### config.mk
export PLATFORM = sky130hd
export DESIGN_NAME = char_serializer_flat
export DESIGN_NICKNAME = d
export VERILOG_FILES = /design/src/rtl/char_serializer_if.sv /design/src/rtl/char_serializer.sv /design/src/flat_wrapper.sv
export SDC_FILE = /design/constraint.sdc
export NUM_CORES = 1
export LEC_CHECK = 0
export CAP_MARGIN = 30
export CORE_ASPECT_RATIO = 0.75
export CORE_MARGIN = 3
export CORE_UTILIZATION = 49
export DETAILED_ROUTE_END_ITERATION = 16
export PLACE_DENSITY_LB_ADDON = 0.1
export SLEW_MARGIN = 25
export SYNTH_ARGS = -nofsm -noshare
export SYNTH_HDL_FRONTEND = slang
export SYNTH_SLANG_ARGS = --single-unit
### constraint.sdc
create_clock -name clk -period 2.15 [get_ports clk]
set_clock_uncertainty 0.2 [all_clocks]
set_input_delay 0.43 -clock clk [delete_from_list [all_inputs] [get_ports clk]]
set_output_delay 0.43 -clock clk [all_outputs]
set_load 0.02 [all_outputs]
### src/rtl/char_serializer_if.sv
// Load port and character stream of char_serializer.
// The producer drives the load handshake through the master modport.
// The serializer uses the slave modport.
// out / out_valid feed the downstream BlockChecker.
interface char_serializer_if #(
    parameter int CHARS = 8,
    parameter int LW    = $clog2(CHARS + 1)
);
    logic                 ld_valid;
    logic                 ld_ready;
    logic [8*CHARS-1:0]   ld_data;
    logic [LW-1:0]        ld_len;
    logic [7:0]           out;
    logic                 out_valid;
    logic                 busy;

    modport master (
        output ld_valid,
        output ld_data,
        output ld_len,
        input  ld_ready,
        input  out,
        input  out_valid,
        input  busy
    );

    modport slave (
        input  ld_valid,
        input  ld_data,
        input  ld_len,
        output ld_ready,
        output out,
        output out_valid,
        output busy
    );
endinterface

### src/rtl/char_serializer.sv
// char_serializer: accepts strings of up to CHARS bytes and emits them one
// byte per clock. A one-entry pending buffer sits in front of the active
// shifter, so back-to-back strings stream with no gap. When nothing is
// loaded the output carries FILL with out_valid low.
module char_serializer #(
    parameter int          CHARS = 8,
    parameter logic [7:0]  FILL  = 8'h20,
    parameter int          LW    = $clog2(CHARS + 1)
) (
    input  logic               clk,
    input  logic               reset,   // asynchronous, active low
    char_serializer_if.slave   bus
);

    localparam int            DW      = 8 * CHARS;
    localparam logic [LW-1:0] MAX_LEN = LW'(CHARS);
    localparam logic [LW-1:0] ONE     = LW'(1);

    // Active shifter: the string currently being emitted, next byte on top.
    logic [DW-1:0] act_q,  act_d;
    logic [LW-1:0] rem_q,  rem_d;

    // Pending buffer: the string that follows the active one.
    logic [DW-1:0] pend_q, pend_d;
    logic [LW-1:0] plen_q, plen_d;
    logic          pfull_q, pfull_d;

    // Registered output stream.
    logic [7:0]    out_q, out_d;
    logic          out_valid_q, out_valid_d;

    logic [LW-1:0] len_clamped;
    logic          ld_ready;
    logic          xfer;

    // Clamp over-long lengths to the shifter capacity.
    always_comb begin
        len_clamped = bus.ld_len;
        if (bus.ld_len > MAX_LEN) begin
            len_clamped = MAX_LEN;
        end
    end

    // The pending slot is free, or it will drain into the shifter at this edge.
    assign ld_ready = !pfull_q || (rem_q == '0);
    assign xfer     = bus.ld_valid && ld_ready;

    assign bus.ld_ready  = ld_ready;
    assign bus.out       = out_q;
    assign bus.out_valid = out_valid_q;
    assign bus.busy      = (rem_q != '0) || pfull_q;

    // Next state: emit from the shifter, else promote the pending string, else emit fill.
    // Then capture an accepted non-empty load into the pending slot.
    always_comb begin
        act_d       = act_q;
        rem_d       = rem_q;
        pend_d      = pend_q;
        plen_d      = plen_q;
        pfull_d     = pfull_q;
        out_d       = FILL;
        out_valid_d = 1'b0;

        if (rem_q != '0) begin
            out_d       = act_q[DW-1 -: 8];
            act_d       = act_q << 8;
            rem_d       = rem_q - ONE;
            out_valid_d = 1'b1;
        end else if (pfull_q) begin
            // The first pending byte goes straight out, and the rest moves into the shifter.
            out_d       = pend_q[DW-1 -: 8];
            act_d       = pend_q << 8;
            rem_d       = plen_q - ONE;
            pfull_d     = 1'b0;
            out_valid_d = 1'b1;
        end

        // A refill in the same cycle as the promotion keeps the slot full.
        // Empty loads are consumed and dropped.
        if (xfer && (len_clamped != '0)) begin
            pend_d  = bus.ld_data;
            plen_d  = len_clamped;
            pfull_d = 1'b1;
        end
    end

    // State registers. Reset discards any held characters.
    always_ff @(posedge clk or negedge reset) begin
        if (!reset) begin
            act_q       <= '0;
            rem_q       <= '0;
            pend_q      <= '0;
            plen_q      <= '0;
            pfull_q     <= 1'b0;
            out_q       <= FILL;
            out_valid_q <= 1'b0;
        end else begin
            act_q       <= act_d;
            rem_q       <= rem_d;
            pend_q      <= pend_d;
            plen_q      <= plen_d;
            pfull_q     <= pfull_d;
            out_q       <= out_d;
            out_valid_q <= out_valid_d;
        end
    end

endmodule

### src/flat_wrapper.sv
// flat-port wrapper written by rule: the top's interface ports become plain ports
module char_serializer_flat 
#(
    parameter int          CHARS = 8,
    parameter logic [7:0]  FILL  = 8'h20,
    parameter int          LW    = $clog2(CHARS + 1)
)
  (clk, reset, bus_ld_valid, bus_ld_data, bus_ld_len, bus_ld_ready, bus_out, bus_out_valid, bus_busy);
  char_serializer_if #(.CHARS(CHARS), .LW(LW)) bus_i ();
  input  logic clk;
  input  logic reset;
  input wire logic [$bits(bus_i.ld_valid)-1:0] bus_ld_valid;
  input wire logic [$bits(bus_i.ld_data)-1:0] bus_ld_data;
  input wire logic [$bits(bus_i.ld_len)-1:0] bus_ld_len;
  output wire logic [$bits(bus_i.ld_ready)-1:0] bus_ld_ready;
  output wire logic [$bits(bus_i.out)-1:0] bus_out;
  output wire logic [$bits(bus_i.out_valid)-1:0] bus_out_valid;
  output wire logic [$bits(bus_i.busy)-1:0] bus_busy;
  assign bus_i.ld_valid = bus_ld_valid;
  assign bus_i.ld_data = bus_ld_data;
  assign bus_i.ld_len = bus_ld_len;
  assign bus_ld_ready = bus_i.ld_ready;
  assign bus_out = bus_i.out;
  assign bus_out_valid = bus_i.out_valid;
  assign bus_busy = bus_i.busy;
  char_serializer #(.CHARS(CHARS), .FILL(FILL), .LW(LW)) u_core (.clk(clk), .reset(reset), .bus(bus_i));
endmodule
==> impl_metrics.tcl, run 1 <==
set metrics [dict create \
    crit_fanout 11 \
    yosysSeqAreaShare_pct 61.27 \
    cts_buffers 17 \
    clkTransAtPathRegs_ns 0.06 \
    die_w_um 129.9 \
    yosys_warnings 0 \
    synthAdderAreaFrac_pct 0.2219 \
    grt_max_degree 112 \
    synth-main-ff-cell "dfrtp_1" \
    ir_drop_mv 0.8583 \
    power.leakage_nw 3.825 \
    gp_congestion 0.7648 \
    p_switching_mw 3.591 \
    grt_antenna_before_repair 0 \
    pwr-share-comb_pct 36.7 \
    cts_tree "done" \
    io_buffers 81 \
    hold_path.class "register to register" \
    fillers 765 \
    synthMuxAreaShare_pct 23.50 \
    power_frac_seq_pct 37.8 \
    p_sw_share_pct 30.85 \
    synth-xor-area-share_pct 0.1553 \
    cts-root-buf "clkbuf_16" \
    cp_data_required_time_ns 2.24 \
    vias_per_cell 5.329 \
    worstPathArrival_ns 2.45 \
    synth-simple-area-share_pct 6.658 \
    worst_pin_slew_ns 0.6486 \
    multi_input_area_mm2 0.002286 \
    max_stage_delay_ns 0.60 \
    fin_cells 703 \
    stdcell_area_mm2 0.007836 \
    startpoint "u_core.rem_q[0]" \
    synth_edf_count 0 \
    synthCells 447 \
    drtAntennaViolNets 0 \
    fmax_mhz 423.9 \
    cpLargestDelayFamily "simple AND/OR/NAND/NOR gates" \
    p_per_area_mw_per_mm2 1485 \
    clk_path_buf_depth 2 \
    setup_violations 70 \
    violations "negative setup slack" \
    fin_ws_ns -0.2088 \
    status "complete, but fails checks" \
    syn_to_final_growth_pct 38.99 \
    drtIter0Drc 250 \
    critPathLaunchType "register" \
    period_share_pct 109.7 \
    diodes 0 \
    hold_start "u_core.act_q[42]" \
    syn_area_mm2 0.005638 \
    p_clk_share_pct 25.6 \
    dr_total_vias 3746 \
    grt_pass1_wl_um 18990 \
    hold_viol 0 \
    wirelength_um 12670 \
    cts.sinks 138 \
    async_reset_ff_share_pct 100.0 \
    drv_slew 0 \
    floorplan.initialDensity_pct 50.95 \
    wl_per_cell_um 18.02 \
    fin_nets 622 \
    design.die.area_mm2 0.01284 \
    syn-num-nets 519 \
    dpl_cell_area_mm2 0.006708 \
    grt_pass1_vias 3857 \
    grt_usage_pct 19.12 \
    cp_num_buf_inv 3 \
    clock_latency_ns 0.41 \
    ios 82 \
    cp-end-kind "register" \
    rows 33 \
    period_needed_ns 2.359 \
    synth-seq-cells 138 \
    rsz0062_at_grt "yes" \
    gr-total-overflow 0 \
    htree_levels 4 \
    worstPathCellList "or4_4, buf_6, a21oi_4, buf_12, clkbuf_16, mux2_1" \
    internal_power_mw 8.049 \
    drtPass1Iterations 4 \
    die_h_um 98.90 \
    hpwl_um 7243 \
    drc 0 \
    r2r-start "u_core.rem_q[0]" \
    syn_area_per_cell_um2 12.61 \
    crit_slowest_cell "or4_4" \
    register_area_mm2 0.003458 \
    synth_compound_area_share_pct 5.570 \
    synth_top_family_by_area "multiplexers" \
    final_cell_mix "136 x dfrtp_1, 77 x clkdlybuf4s50_1, 63 x nand2_1, 58 x mux2_4, 57 x mux2i_1" \
    cap_violations 0 \
    drive_above_1_share_pct 23.27 \
    crit_type "register to register" \
    synth.distinct_cells 29 \
    placed_cells 656 \
    slew_headroom_pct 56.76 \
    final_common_cell "dfrtp_1" \
    core_mm2 0.01107 \
]
## synth_stat cells, drive strengths merged (2+ instances only)
cell / n / area [um^2]
o21ai: 48 / 240.2
mux2i: 57 / 570.6
inv: 5 / 18.77
nand2b: 2 / 12.51
a31oi: 4 / 25.02
nor2: 12 / 45.04
nor2b: 3 / 18.77
nor3: 2 / 10.01
mux2: 67 / 754.5
nand2: 64 / 240.2
dfrtp: 137 / 3428
nand3: 7 / 35.03
buf: 11 / 65.06
clkbuf: 17 / 63.81
## tightest hold or removal path: stages (launching register included)
cell and delay, ns:
dfrtp_1 0.33, nand2_1 0.05, o21ai_0 0.06
## power groups by stage
stage               combinational [mW]  sequential [mW]  clock [mW]
floorplan                         2.24             4.24           0
global placement                  3.06             4.34           0
detailed placement                3.16             4.37           0
CTS                               3.36             4.34        3.03
global route                      4.64             4.53        3.16
finish                            4.27             4.39        2.97
## per-layer routing
metal  up-vias  GRT usage, %  share of wire, %
li1       1766             -                 -
met1      1894         26.14                47
met2        74         29.82                49
met3        12         4.280               3.8
met4         0         7.668              0.78
met5         -             0                 0
## per-stage QoR
stage / hold WS (ns) / utilization, % / TNS [ns] / total power [mW] / setup WS [ns]
final: 0.2740 / 70.82 / -11.31 / 11.64 / -0.2088
after global placement: 0.2214 / 60.62 / -13.05 / 7.404 / -0.2066
after detailed placement: 0.2231 / 60.62 / -15.25 / 7.538 / -0.2461
after floorplan: -0.06559 / - / -0.1436 / 6.478 / -0.008838
after CTS: 0.2751 / 67.32 / -6.957 / 10.72 / -0.1723
after global routing: 0.3018 / 70.82 / -13.88 / 12.33 / -0.2376
## flip-flops by register name, indices dropped and copies added, names as in the netlist
register / cells
u_core.pend_q: 64
u_core.bus.out_valid: 1
u_core.rem_q: 4
u_core.act_q: 56
u_core.plen_q: 4
u_core.pfull_q: 1
u_core.bus.out: 8
## what timing repair did
item                                    in CTS  in global routing
gates cloned                                 1                  5
endpoints found under the hold margin       49                  0
pin swaps                                    3                  3
endpoints found under the setup margin      71                 97
buffers inserted                             6                  3
resized for setup                           22                 66
hold buffers                                 1                  0
## worst paths after layout
path / cells past startpoint / end / slack, ns
worst min register to register: 2 / u_core.act_q[50] / 0.27
min in group asynchronous: 2 / u_core.pend_q[33] / 0.34
worst max register to register: 6 / u_core.pend_q[29] / -0.21
max in group asynchronous: 3 / u_core.pend_q[17] / 0.78
worst max-delay path: 6 / u_core.pend_q[29] / -0.21
worst min-delay path: 2 / u_core.act_q[50] / 0.27
## area by class of cell
class,count,share of cell area (%)
tap,140,2.235
multi-input combinational,276,29.17
inverter,5,0.2395
clock inverter,13,2.156
sequential,138,44.13
timing repair buffer,112,16.41
clock buffer,19,5.652
## kinds of logic after synthesis
family | after synthesis
flops | 138
mux | 124
simple gates | 92
compound gates | 58
buf+inv | 33
xor+xnor | 1
fa+ha+maj | 1
(Power assumes the default switching activity.)
==> inputs of run 2 (changes only) <==
--- a/config.mk
+++ b/config.mk
@@ -8,8 +8,9 @@
 export CAP_MARGIN = 30
 export CORE_ASPECT_RATIO = 0.75
 export CORE_MARGIN = 3
-export CORE_UTILIZATION = 49
+export CORE_UTILIZATION = 55
 export DETAILED_ROUTE_END_ITERATION = 16
+export DONT_BUFFER_PORTS = 1
 export PLACE_DENSITY_LB_ADDON = 0.1
 export SLEW_MARGIN = 25
 export SYNTH_ARGS = -nofsm -noshare
==> impl_metrics.tcl, run 2 (synthesized netlist as in run 1, its figures left out) <==
set metrics [dict create \
    drc 0 \
    hold_path.class "input pin to asynchronous set/reset pin" \
    worst_pin_slew_ns 0.6140 \
    largest_reg_flops 64 \
    drtPass1Iterations 4 \
    violations "negative hold slack, negative setup slack" \
    clock_latency_ns 0.42 \
    io_buffers 0 \
    post-route-util_pct 78.64 \
    power.leakage_nw 3.814 \
    critPathLaunchType "register" \
    cts_tree "done" \
    drive_above_1_share_pct 25.05 \
    wl_per_cell_um 18.94 \
    gr-total-overflow 0 \
    final_cell_mix "136 x dfrtp_1, 67 x mux2_4, 66 x dlygate4sd3_1, 63 x nand2_1, 57 x mux2i_1" \
    max_stage_delay_ns 0.61 \
    die_w_um 122.9 \
    drv_slew 0 \
    grt_usage_pct 21.38 \
    rsz0062_at_grt "yes" \
    final_common_cell "dfrtp_1" \
    period_needed_ns 2.248 \
    p_switching_mw 3.540 \
    wirelength_um 12880 \
    internal_power_mw 8.199 \
    stdcell_area_mm2 0.007717 \
    core_mm2 0.009813 \
    cap_violations 0 \
    cts-root-buf "clkbuf_16" \
    ios 82 \
    grt_max_degree 139 \
    clkTransAtPathRegs_ns 0.06 \
    cp_data_required_time_ns 1.52 \
    drtIter0Drc 281 \
    period_share_pct 104.5 \
    worstReg2RegEnd "u_core.pend_q[11]" \
    r2r_setup_slack_ns -0.1 \
    cp-end-kind "output port" \
    fin_nets 606 \
    r2r-start "u_core.rem_q[1]" \
    die_h_um 93.68 \
    cts.sinks 138 \
    ir_drop_mv 0.8317 \
    syn_to_final_growth_pct 36.88 \
    design.die.area_mm2 0.01151 \
    dpl_cell_area_mm2 0.005821 \
    hold-worst-slack_ns -0.4943 \
    pre_cts_ws_ns -0.008478 \
    floorplan.initialDensity_pct 57.45 \
    status "complete, but fails checks" \
    gp_congestion 0.7585 \
    fmax_mhz 444.9 \
    r2r_cells 6 \
    rows 31 \
    placed_cells 565 \
    crit_slowest_cell "or4_4" \
    grt_pass1_wl_um 18570 \
    fin_ws_ns -0.09774 \
    hold_viol 138 \
    worstPathArrival_ns 1.62 \
    hpwl_um 6596 \
    power_frac_seq_pct 38.4 \
    cts_buffers 17 \
    largest_register "u_core.pend_q" \
    postCtsHoldBufs 66 \
    p_clk_share_pct 26.9 \
    vias_per_cell 5.522 \
    grt_pass1_vias 3784 \
    htree_levels 4 \
    p_sw_share_pct 30.16 \
    grt_antenna_before_repair 1 \
    pwr-share-comb_pct 34.7 \
    fin_cells 680 \
    drtAntennaViolNets 0 \
    slew_headroom_pct 59.07 \
    p_per_area_mw_per_mm2 1521 \
    clk_path_buf_depth 2 \
    crit_type "register to output port" \
    worstPathCellList "or4_4, nor2_4, inv_2" \
    crit_fanout 5 \
    setup_violations 60 \
    dr_total_vias 3755 \
]
[run 2: cell types whose count changed in the layout (fill, tap and decap cells not counted), sizes merged, moves of 2 or more]
cell	before	now
clkinvlp	4	1
clkdlybuf4s50	77	0
inv	7	5
buf	28	24
dlygate4sd3	1	66
clkbuf	24	28
[run 2: critical path, delay by kind of cell (launching register included)]
family | cells | cell delay (ns)
flops | 1 | 0.38
buf+inv | 1 | 0.08
simple gates | 2 | 0.74
[run 2: area by class of cell]
cell class,instances,area [um^2]
antenna,1,2.502
fill,570,2096
clock inverter,10,163.9
inverter,5,18.77
multi-input combinational,276,2320
tap,132,165.2
clock buffer,22,484.2
timing repair buffer,96,1105
sequential,138,3458
[run 2: worst max-delay path by stage]
stage | cells past startpoint | slack, ns | start | end
floorplan | 6 | -0.009 | u_core.rem_q[1] | u_core.pend_q[23]
global placement | 4 | 0.06 | u_core.rem_q[1] | u_core.pend_q[28]
detailed placement | 4 | -0.008 | u_core.rem_q[1] | u_core.pend_q[27]
CTS | 3 | -0.11 | u_core.rem_q[1] | bus_busy
global route | 3 | -0.14 | u_core.rem_q[1] | bus_busy
finish | 3 | -0.1 | u_core.rem_q[1] | bus_busy
[run 2: per-stage QoR]
step / setup TNS (ns) / power [mW]
final: -3.422 / 11.74
after global routing: -5.165 / 12.38
after CTS: -3.339 / 10.66
after detailed placement: -0.008478 / 7.201
after global placement: 0 / 7.045
after floorplan: -0.1436 / 6.478
[run 2: power groups by stage]
| stage | Combinational [mW] | Clock [mW] | Sequential [mW] |
|---|---|---|---|
| after detailed placement | 2.73 | 0 | 4.47 |
| after floorplan | 2.24 | 0 | 4.24 |
| after CTS | 3.04 | 3.18 | 4.44 |
| final | 4.08 | 3.16 | 4.51 |
| after global routing | 4.43 | 3.31 | 4.64 |
| after global placement | 2.61 | 0 | 4.43 |
[run 2: repair_timing]
| action | in CTS | in global routing |
|---|---|---|
| pin swaps | 1 | 0 |
| setup buffers | 3 | 5 |
| resized for setup | 9 | 76 |
| hold endpoints to repair | 204 | 138 |
| cloned | 2 | 6 |
| setup endpoints to repair | 22 | 69 |
[run 2: routing by layer]
metal	global-route usage, %	part of all wire, %	vias to the layer above	routed length (um)
li1	-	-	1721	-
met1	27.04	44	1933	5681
met2	35.24	50	85	6434
met3	6.623	4.7	16	605
met4	6.897	1.2	0	159
met5	0	0	-	0
